<file path="config.mk">
export PLATFORM = sky130hd
export DESIGN_NAME = icache_refill
export DESIGN_NICKNAME = d
export VERILOG_FILES = /design/src/rtl/icache_refill.sv
export SDC_FILE = /design/constraint.sdc
export NUM_CORES = 1
export LEC_CHECK = 0
export CAP_MARGIN = 20
export CORE_MARGIN = 2
export CORE_UTILIZATION = 37
export DETAILED_ROUTE_END_ITERATION = 12
export GPL_TIMING_DRIVEN = 0
export PLACE_DENSITY_LB_ADDON = 0.08
export SLEW_MARGIN = 10
export SYNTH_ARGS = -nofsm -noshare
export SYNTH_HDL_FRONTEND = slang
export SYNTH_SLANG_ARGS = --single-unit
</file>
<file path="constraint.sdc">
create_clock -name clk_in -period 4 [get_ports clk_in]
set_input_delay 0.8 -clock clk_in [delete_from_list [all_inputs] [get_ports clk_in]]
set_output_delay 0.8 -clock clk_in [all_outputs]
set_load 0.02 [all_outputs]
</file>
<file path="src/rtl/icache_refill.sv">
// Instruction cache refill engine: fetches one 32-bit word as four byte reads
// from the memory arbiter, assembles it little-endian and writes it into the
// instruction cache with a single-cycle fill strobe.
module icache_refill #(
  parameter int unsigned WORD_BYTES = 4
) (
  input  logic        clk_in,
  input  logic        rst_in,
  input  logic        rdy_in,
  input  logic        miss_valid,
  input  logic [31:0] miss_addr,
  input  logic        flush,
  output logic        busy,
  output logic        mem_req,
  output logic [31:0] mem_addr,
  input  logic        mem_grant,
  input  logic [7:0]  mem_data,
  output logic        fill_we,
  output logic [31:0] fill_addr,
  output logic [31:0] fill_data
);

  localparam logic [2:0] LastCnt = 3'(WORD_BYTES);

  typedef enum logic [1:0] {StIdle, StFetch, StDone} state_t;

  state_t      state_q, state_d;
  logic [31:0] base_q, base_d;
  logic [2:0]  issue_q, issue_d;
  logic [2:0]  recv_q, recv_d;
  logic        inflight_q, inflight_d;
  logic [31:0] word_q, word_d;
  logic [31:0] fill_addr_q, fill_addr_d;
  logic [31:0] fill_data_q, fill_data_d;
  logic        grant_fire;

  // Byte-offset bits of the miss address are deliberately dropped.
  logic unused_lsbs;
  assign unused_lsbs = ^miss_addr[1:0];

  // State register: synchronous reset clears everything, including the partial word.
  always_ff @(posedge clk_in) begin
    if (rst_in) begin
      state_q     <= StIdle;
      base_q      <= '0;
      issue_q     <= '0;
      recv_q      <= '0;
      inflight_q  <= 1'b0;
      word_q      <= '0;
      fill_addr_q <= '0;
      fill_data_q <= '0;
    end else begin
      state_q     <= state_d;
      base_q      <= base_d;
      issue_q     <= issue_d;
      recv_q      <= recv_d;
      inflight_q  <= inflight_d;
      word_q      <= word_d;
      fill_addr_q <= fill_addr_d;
      fill_data_q <= fill_data_d;
    end
  end

  // Next-state logic: byte capture, request issue, FSM transitions, flush override.
  always_comb begin
    state_d     = state_q;
    base_d      = base_q;
    issue_d     = issue_q;
    recv_d      = recv_q;
    word_d      = word_q;
    fill_addr_d = fill_addr_q;
    fill_data_d = fill_data_q;
    grant_fire  = mem_req & mem_grant;
    inflight_d  = grant_fire;

    // A byte already in flight lands even while stalled by rdy_in.
    if (inflight_q) begin
      word_d[{recv_q[1:0], 3'b000} +: 8] = mem_data;
      recv_d = recv_q + 3'd1;
    end
    if (grant_fire) begin
      issue_d = issue_q + 3'd1;
    end

    if (rdy_in) begin
      unique case (state_q)
        StIdle: begin
          if (miss_valid) begin
            state_d = StFetch;
            base_d  = {miss_addr[31:2], 2'b00};
            issue_d = '0;
            recv_d  = '0;
          end
        end
        StFetch: begin
          if (recv_d == LastCnt) begin
            state_d     = StDone;
            fill_addr_d = base_q;
            fill_data_d = word_d;
          end
        end
        StDone:  state_d = StIdle;
        default: state_d = StIdle;
      endcase
    end

    // Flush wins over a simultaneous miss and drops any byte still returning.
    if (flush) begin
      state_d    = StIdle;
      issue_d    = '0;
      recv_d     = '0;
      inflight_d = 1'b0;
    end
  end

  // Outputs: requests and fill strobe are gated by rdy_in; fill data holds outside DONE.
  always_comb begin
    busy      = (state_q != StIdle);
    mem_req   = rdy_in && (state_q == StFetch) && (issue_q < LastCnt);
    mem_addr  = (state_q == StFetch) ? base_q + {29'b0, issue_q} : base_q;
    fill_we   = rdy_in && !flush && (state_q == StDone);
    fill_addr = fill_addr_q;
    fill_data = fill_data_q;
  end

endmodule

</file>
==> run_results.csv, run 1 <==
group,metric,value,unit
status,outcome,"complete, no violations",
hold_path,hold_class,"flip-flop to flip-flop",
worst_setup_path,worst-path-buf-inv,2,
clocking,cts_buffer_depth,2,
synthesis,synth_cells,643,
timing,fin_worst_skew,0.00727,ns
worst_setup_path,crit_required,3.20,ns
synthesis,yosysWarnings,0,
routing,drtIter0Drc,319,
global_route,grt_antenna_before_repair,0,
synthesis,synth-edff-count,0,
synthesis,synth_most_common_cell,"dfxtp_1",
floorplanning,start_util,37.5,%
cells_and_area,drive_gt1_share,8.95,%
cells_and_area,ff_latch_area,2660,µm²
flow_run,drv_cap,0,
worst_setup_path,cp_max_fo,9,
synthesis,syn_area,5640,µm²
worst_setup_path,end_kind,"primary output",
worst_setup_path,cp_slowest_cell,"clkdlybuf4s50_1",
timing,fin_crit_sh,94.0,%
cells_and_area,fillCellCount,1405,
floorplanning,dieArea,16200,µm²
timing,tns,0,ns
power,p_total,3.17,mW
clocking,cts.sinks,133,
timing,period_minus_slack,3.76,ns
power,ir_worst_vdd,0.237,mV
routing,vias,5340,
timing,maxSlewHeadroom,28.9,%
timing,worst_slew_pin_slew,1.05,ns
routing,drc,0,
routing,ant_nets,0,
worst_setup_path,cp-start-kind,"flip-flop",
worst_setup_path,crit-reg2reg-launch,"recv_q[0]",
floorplanning,die_h,127,µm
clocking,cts_tree,"done",
cells_and_area,diodes,0,
clocking,cts-root-buf,"clkbuf_16",
timing,final_hold_viol_count,0,
cells_and_area,multi_input_area,2720,µm²
synthesis,synth_top_area_share,47.2,%
synthesis,yosys.area.top_type,"dfxtp_1",
floorplanning,die_w,127,µm
global_route,grt_pass1_wl,26700,µm
synthesis,syn_avg_cell_area,8.77,µm²
worst_setup_path,max_stage_delay,0.64,ns
clocking,cts_resized,1,
global_route,grt.overflow.total,0,
global_route,grt_max_degree,17,
floorplanning,rows,45,
routing,routed_wl,16700,µm
hold_path,min-delay-start,"fill_addr[11]",
routing,vias_per_cell,5.32,
clocking,htreeDepth,4,
worst_setup_path,critPathLaunch,"base_q[6]",
timing,rsz0062_at_grt,"false",
placement,dp_hpwl,12300,µm
synthesis,synthFlopType,"dfxtp_1",
cells_and_area,fin_cells,1004,
clocking,clk_latency,0.42,ns
power,power_density,400,nW/µm²
clocking,clkTransAtPathRegs,0.06,ns
worst_setup_path,path_class,"flip-flop to primary output",
synthesis,seq_area_frac_synth,47.2,%
placement,portBuffers,140,
routing,drtPass1Iterations,5,
routing,wl_per_cell,16.6,µm
global_route,grtUsageTotal,20.7,%
timing,slew_violations,0,
cells_and_area,area_growth,40.4,%
synthesis,async_flop_share,0,%
clocking,cts_hold_buffers,0,
worst_setup_path,cp_top_family,"simple AND/OR/NAND/NOR gates",
cells_and_area,layout.nets,858,
synthesis,ys_top_cells_by_count,"dfxtp_1 (133), a21oi_1 (92), nand2_1 (75)",
floorplanning,ios,145,
placement,gp_congestion,0.866,
timing,setup_viol,0,
worst_setup_path,arrival,2.96,ns
power,cellLeakagePower,2.71,nW
synthesis,synth_area_leaders,"dfxtp_1 (47%), a21oi_1 (8.2%), nand2_1 (5.0%)",
placement,dp.cells,972,
floorplanning,fp.coreArea,15000,µm²
global_route,grt_pass1_vias,5326,
clocking,numCtsBuffers,17,
clocking,post_cts_buffers,0,
synthesis,ys_seq_elements,133,
cells_and_area,postLayoutCoreUtil,52.7,%
timing,max_freq,0.266,GHz
worst_setup_path,crit_chain,"nand4_2 -> or4_4 -> buf_6 -> nor4_2 -> xor2_1 -> clkdlybuf4s50_1",
synthesis,synthDistinctLibCells,49,
-- final timing paths --
kind                         to  slack (ns)  depth (start not counted)
setup / recovery   mem_addr[29]        0.24                          6
hold / removal    fill_addr[11]        0.48                          2
setup reg to reg  fill_data[16]        1.22                          8
hold reg to reg   fill_addr[11]        0.48                          2
-- flip-flops by register name, summed over array words and instances, names as in the netlist --
signal and count:
inflight_q 1, fill_data 32, recv_q 3, issue_q 3, word_q 32, state_q 2
base_q 30, fill_addr 30
-- cells by family (layout without fill, tap and decap cells) --
| family | after synthesis | after routing | share of synthesized area (%) |
|---|---|---|---|
| compound gates | 191 | 191 | 20.1 |
| xor+xnor | 32 | 32 | 4.97 |
| fa+ha+maj | 9 | 9 | 2.00 |
| buf+inv | 61 | 233 | 5.08 |
| flops | 133 | 133 | 47.2 |
| mux | 4 | 4 | 0.754 |
| other cells | 1 | 2 | 0.0665 |
| simple gates | 212 | 212 | 19.8 |
-- tightest hold or removal path, delay by kind of cell, from the launching register on --
family | cells | cell delay (ns)
DFF | 1 | 0.30
AOI/OAI and AO/OA | 2 | 0.13
-- power breakdown --
group | switching, mW | internal, mW
sequential | 0.0210 | 1.34
clock | 0.608 | 1.00
combinational | 0.105 | 0.0897
total | 0.734 | 2.43
-- through the flow --
stage / setup slack, ns / hold slack, ns / cell area, µm²
4_1_cts: 0.151 / 0.474 / 7900
3_3_place_gp: 0.379 / 0.466 / 7280
5_1_grt: 0.0822 / 0.502 / 7920
3_5_place_dp: 0.350 / 0.466 / 7280
6_report: 0.241 / 0.476 / 7920
2_1_floorplan: 1.25 / 0.450 / 5640
-- cell type report --
type | count | area share [%]
clock inverters | 14 | 2.24
flip-flops and latches | 133 | 33.6
clock buffers | 18 | 5.55
repair buffers | 140 | 17.7
multi-input cells | 450 | 34.3
well taps | 188 | 2.97
inverters | 7 | 0.332
plain buffers | 54 | 3.29
-- placed cells by master, fill, tap and decap left out, types with 4 or more instances in the layout --
master / Yosys / final
buf_4: 5 / 5
dfxtp_1: 133 / 133
nand2_1: 75 / 75
a211oi_1: 32 / 32
nand4_1: 6 / 6
nor2_1: 44 / 44
clkinv_4: 0 / 4
inv_1: 7 / 7
nand3_1: 34 / 34
clkbuf_1: 36 / 36
clkdlybuf4s50_1: 0 / 140
nor3_1: 7 / 7
xor2_1: 15 / 15
ha_1: 9 / 9
clkinvlp_4: 0 / 4
buf_6: 4 / 4
o21ai_0: 30 / 30
nor4_2: 9 / 10
nor2b_1: 7 / 7
a22oi_1: 33 / 33
xnor2_1: 17 / 17
clkbuf_16: 0 / 17
buf_2: 7 / 7
a21oi_1: 92 / 92
-- routing by layer --
metal | part of all wire (%) | routed length, µm | up-vias | GRT usage [%]
met2 | 49 | 8180 | 161 | 35.6
met5 | 0 | 0 | - | 0
met4 | 2.4 | 393 | 0 | 9.11
met1 | 44 | 7360 | 2543 | 24.9
li1 | - | - | 2611 | -
met3 | 4.4 | 725 | 25 | 4.56
No activity file was read; power rests on OpenSTA's default activity.
==> run 2, diff against run 1 <==
--- a/config.mk
+++ b/config.mk
@@ -9,6 +9,7 @@
 export CORE_MARGIN = 2
 export CORE_UTILIZATION = 37
 export DETAILED_ROUTE_END_ITERATION = 12
+export DONT_BUFFER_PORTS = 1
 export GPL_TIMING_DRIVEN = 0
 export PLACE_DENSITY_LB_ADDON = 0.08
 export SLEW_MARGIN = 10
==> run 2 against run 1 <==
Effect of this change:
- clock power increased by 3%
- sequential share of layout area increased by 7.2 points
- worst hold slack got worse by 0.018 ns
- die area unchanged
- first-iteration DRC count decreased by 34%
- non-clock buffer count decreased by 140
- combinational power decreased by 38%
- largest power group unchanged
- register-to-register slack about the same
- sequential power about the same
- highest routed layer unchanged
==> run_results.csv, run 2 (synthesis results as in run 1) <==
group,metric,value,unit
worst_setup_path,crit_required,3.20,ns
cells_and_area,mostFrequentLayoutCell,"dfxtp_1",
timing,max_freq,0.286,GHz
global_route,grt_pass1_wl,26400,µm
routing,wl_per_cell,19.1,µm
timing,slew_violations,0,
timing,setup_viol,0,
worst_setup_path,crit_chain,"ha_1 -> ha_1 -> nand3b_2 -> nor4_2 -> nand4_1 -> xnor2_1",
timing,fin_crit_sh,87.4,%
floorplanning,die_h,127,µm
placement,place_worst_setup_slack,0.677,ns
worst_setup_path,max_stage_delay,0.48,ns
floorplanning,rows,45,
status,outcome,"complete, no violations",
clocking,numCtsBuffers,17,
placement,dp.cells,832,
cells_and_area,layout_common_cells,"dfxtp_1 (133), a21oi_1 (92), nand2_1 (75)",
worst_setup_path,cp-start-kind,"flip-flop",
clocking,htreeDepth,4,
cells_and_area,final_area,6530,µm²
worst_setup_path,cp_slowest_cell,"xnor2_1",
clocking,cts.sinks,133,
global_route,grt.overflow.total,0,
timing,setup_ws,0.504,ns
worst_setup_path,worst-path-buf-inv,0,
clocking,cts_hold_buffers,0,
worst_setup_path,arrival,2.70,ns
cells_and_area,ff_latch_area,2660,µm²
floorplanning,dieArea,16200,µm²
cells_and_area,layout.nets,718,
timing,worst_slew_pin_slew,1.02,ns
clocking,cts-root-buf,"clkbuf_16",
routing,vias,4777,
global_route,grt_antenna_before_repair,0,
clocking,clkTransAtPathRegs,0.06,ns
cells_and_area,fin_cells,864,
worst_setup_path,cp_top_family,"simple AND/OR/NAND/NOR gates",
global_route,grt_pass1_vias,4833,
worst_setup_path,cp_max_fo,9,
routing,drtPass1Iterations,4,
timing,fin_worst_skew,0.00783,ns
floorplanning,fp.coreArea,15000,µm²
placement,dpl-instance-area,5890,µm²
placement,gp_congestion,0.797,
routing,vias_per_cell,5.53,
global_route,grtUsageTotal,20.9,%
power,power_density,481,nW/µm²
clocking,clk_latency,0.41,ns
worst_setup_path,path_class,"flip-flop to primary output",
floorplanning,start_util,37.5,%
timing,rsz0062_at_grt,"false",
power,p_total,3.14,mW
routing,routed_wl,16500,µm
timing,maxSlewHeadroom,31.2,%
cells_and_area,multi_input_area,2710,µm²
timing,period_minus_slack,3.50,ns
routing,ant_nets,0,
cells_and_area,area_growth,15.8,%
clocking,cts_tree,"done",
cells_and_area,drive_gt1_share,10.8,%
clocking,cts_resized,0,
flow_run,drv_cap,0,
worst_setup_path,crit_path_frequent_cell,"ha_1",
cells_and_area,fillCellCount,1521,
clocking,post_cts_buffers,0,
worst_setup_path,end_kind,"primary output",
floorplanning,ios,145,
routing,drc,0,
cells_and_area,diodes,0,
routing,drtIter0Drc,211,
floorplanning,die_w,127,µm
timing,hold_slack,0.458,ns
placement,portBuffers,0,
power,ir_worst_vdd,0.311,mV
timing,tns,0,ns
cells_and_area,postLayoutCoreUtil,43.4,%
global_route,grt_max_degree,17,
clocking,cts_buffer_depth,2,
power,cellLeakagePower,2.21,nW
hold_path,hold_class,"input port to flip-flop",
timing,final_hold_viol_count,0,
placement,dp_hpwl,12100,µm
run 2: cell type report:
| type | instances | area share [%] |
|---|---|---|
| Tap cell | 188 | 3.60 |
| Inverter | 7 | 0.402 |
| Clock inverter | 10 | 2.20 |
| Buffer | 54 | 3.99 |
| Sequential cell | 133 | 40.8 |
| Multi-Input combinational cell | 450 | 41.5 |
| Clock buffer | 22 | 7.57 |
run 2: final timing paths:
kind / cells past startpoint / end / slack (ns) / startpoint
setup / recovery: 6 / mem_addr[20] / 0.50 / base_q[2]
hold / removal: 1 / state_q[1] / 0.46 / flush
setup reg to reg: 8 / fill_data[19] / 1.21 / recv_q[0]
hold reg to reg: 2 / base_q[21] / 0.48 / base_q[21]
run 2: worst register-to-register path: stages (launching register included):
cell	delay [ns]
dfxtp_1	0.39
buf_2	0.22
inv_1	0.11
ha_1	0.30
clkbuf_1	0.21
o31ai_2	0.88
buf_6	0.25
a21oi_1	0.08
a211oi_1	0.26
run 2: metal layers:
layer  routed length, µm  track usage (%)  vias to the layer above
li1                    -                -                     2333
met1                6930             24.7                     2268
met2                8000             35.0                      140
met3                1050             6.03                       36
met4                 514             9.83                        0
met5                   0                0                        -
run 2: report_power, final:
group	internal [mW]	leakage, nW	switching [mW]	total [mW]
logic	0.0300	0.833	0.0898	0.120
registers	1.34	1.07	0.0210	1.36
clock network	1.07	0.305	0.591	1.66
total	2.44	2.21	0.702	3.14
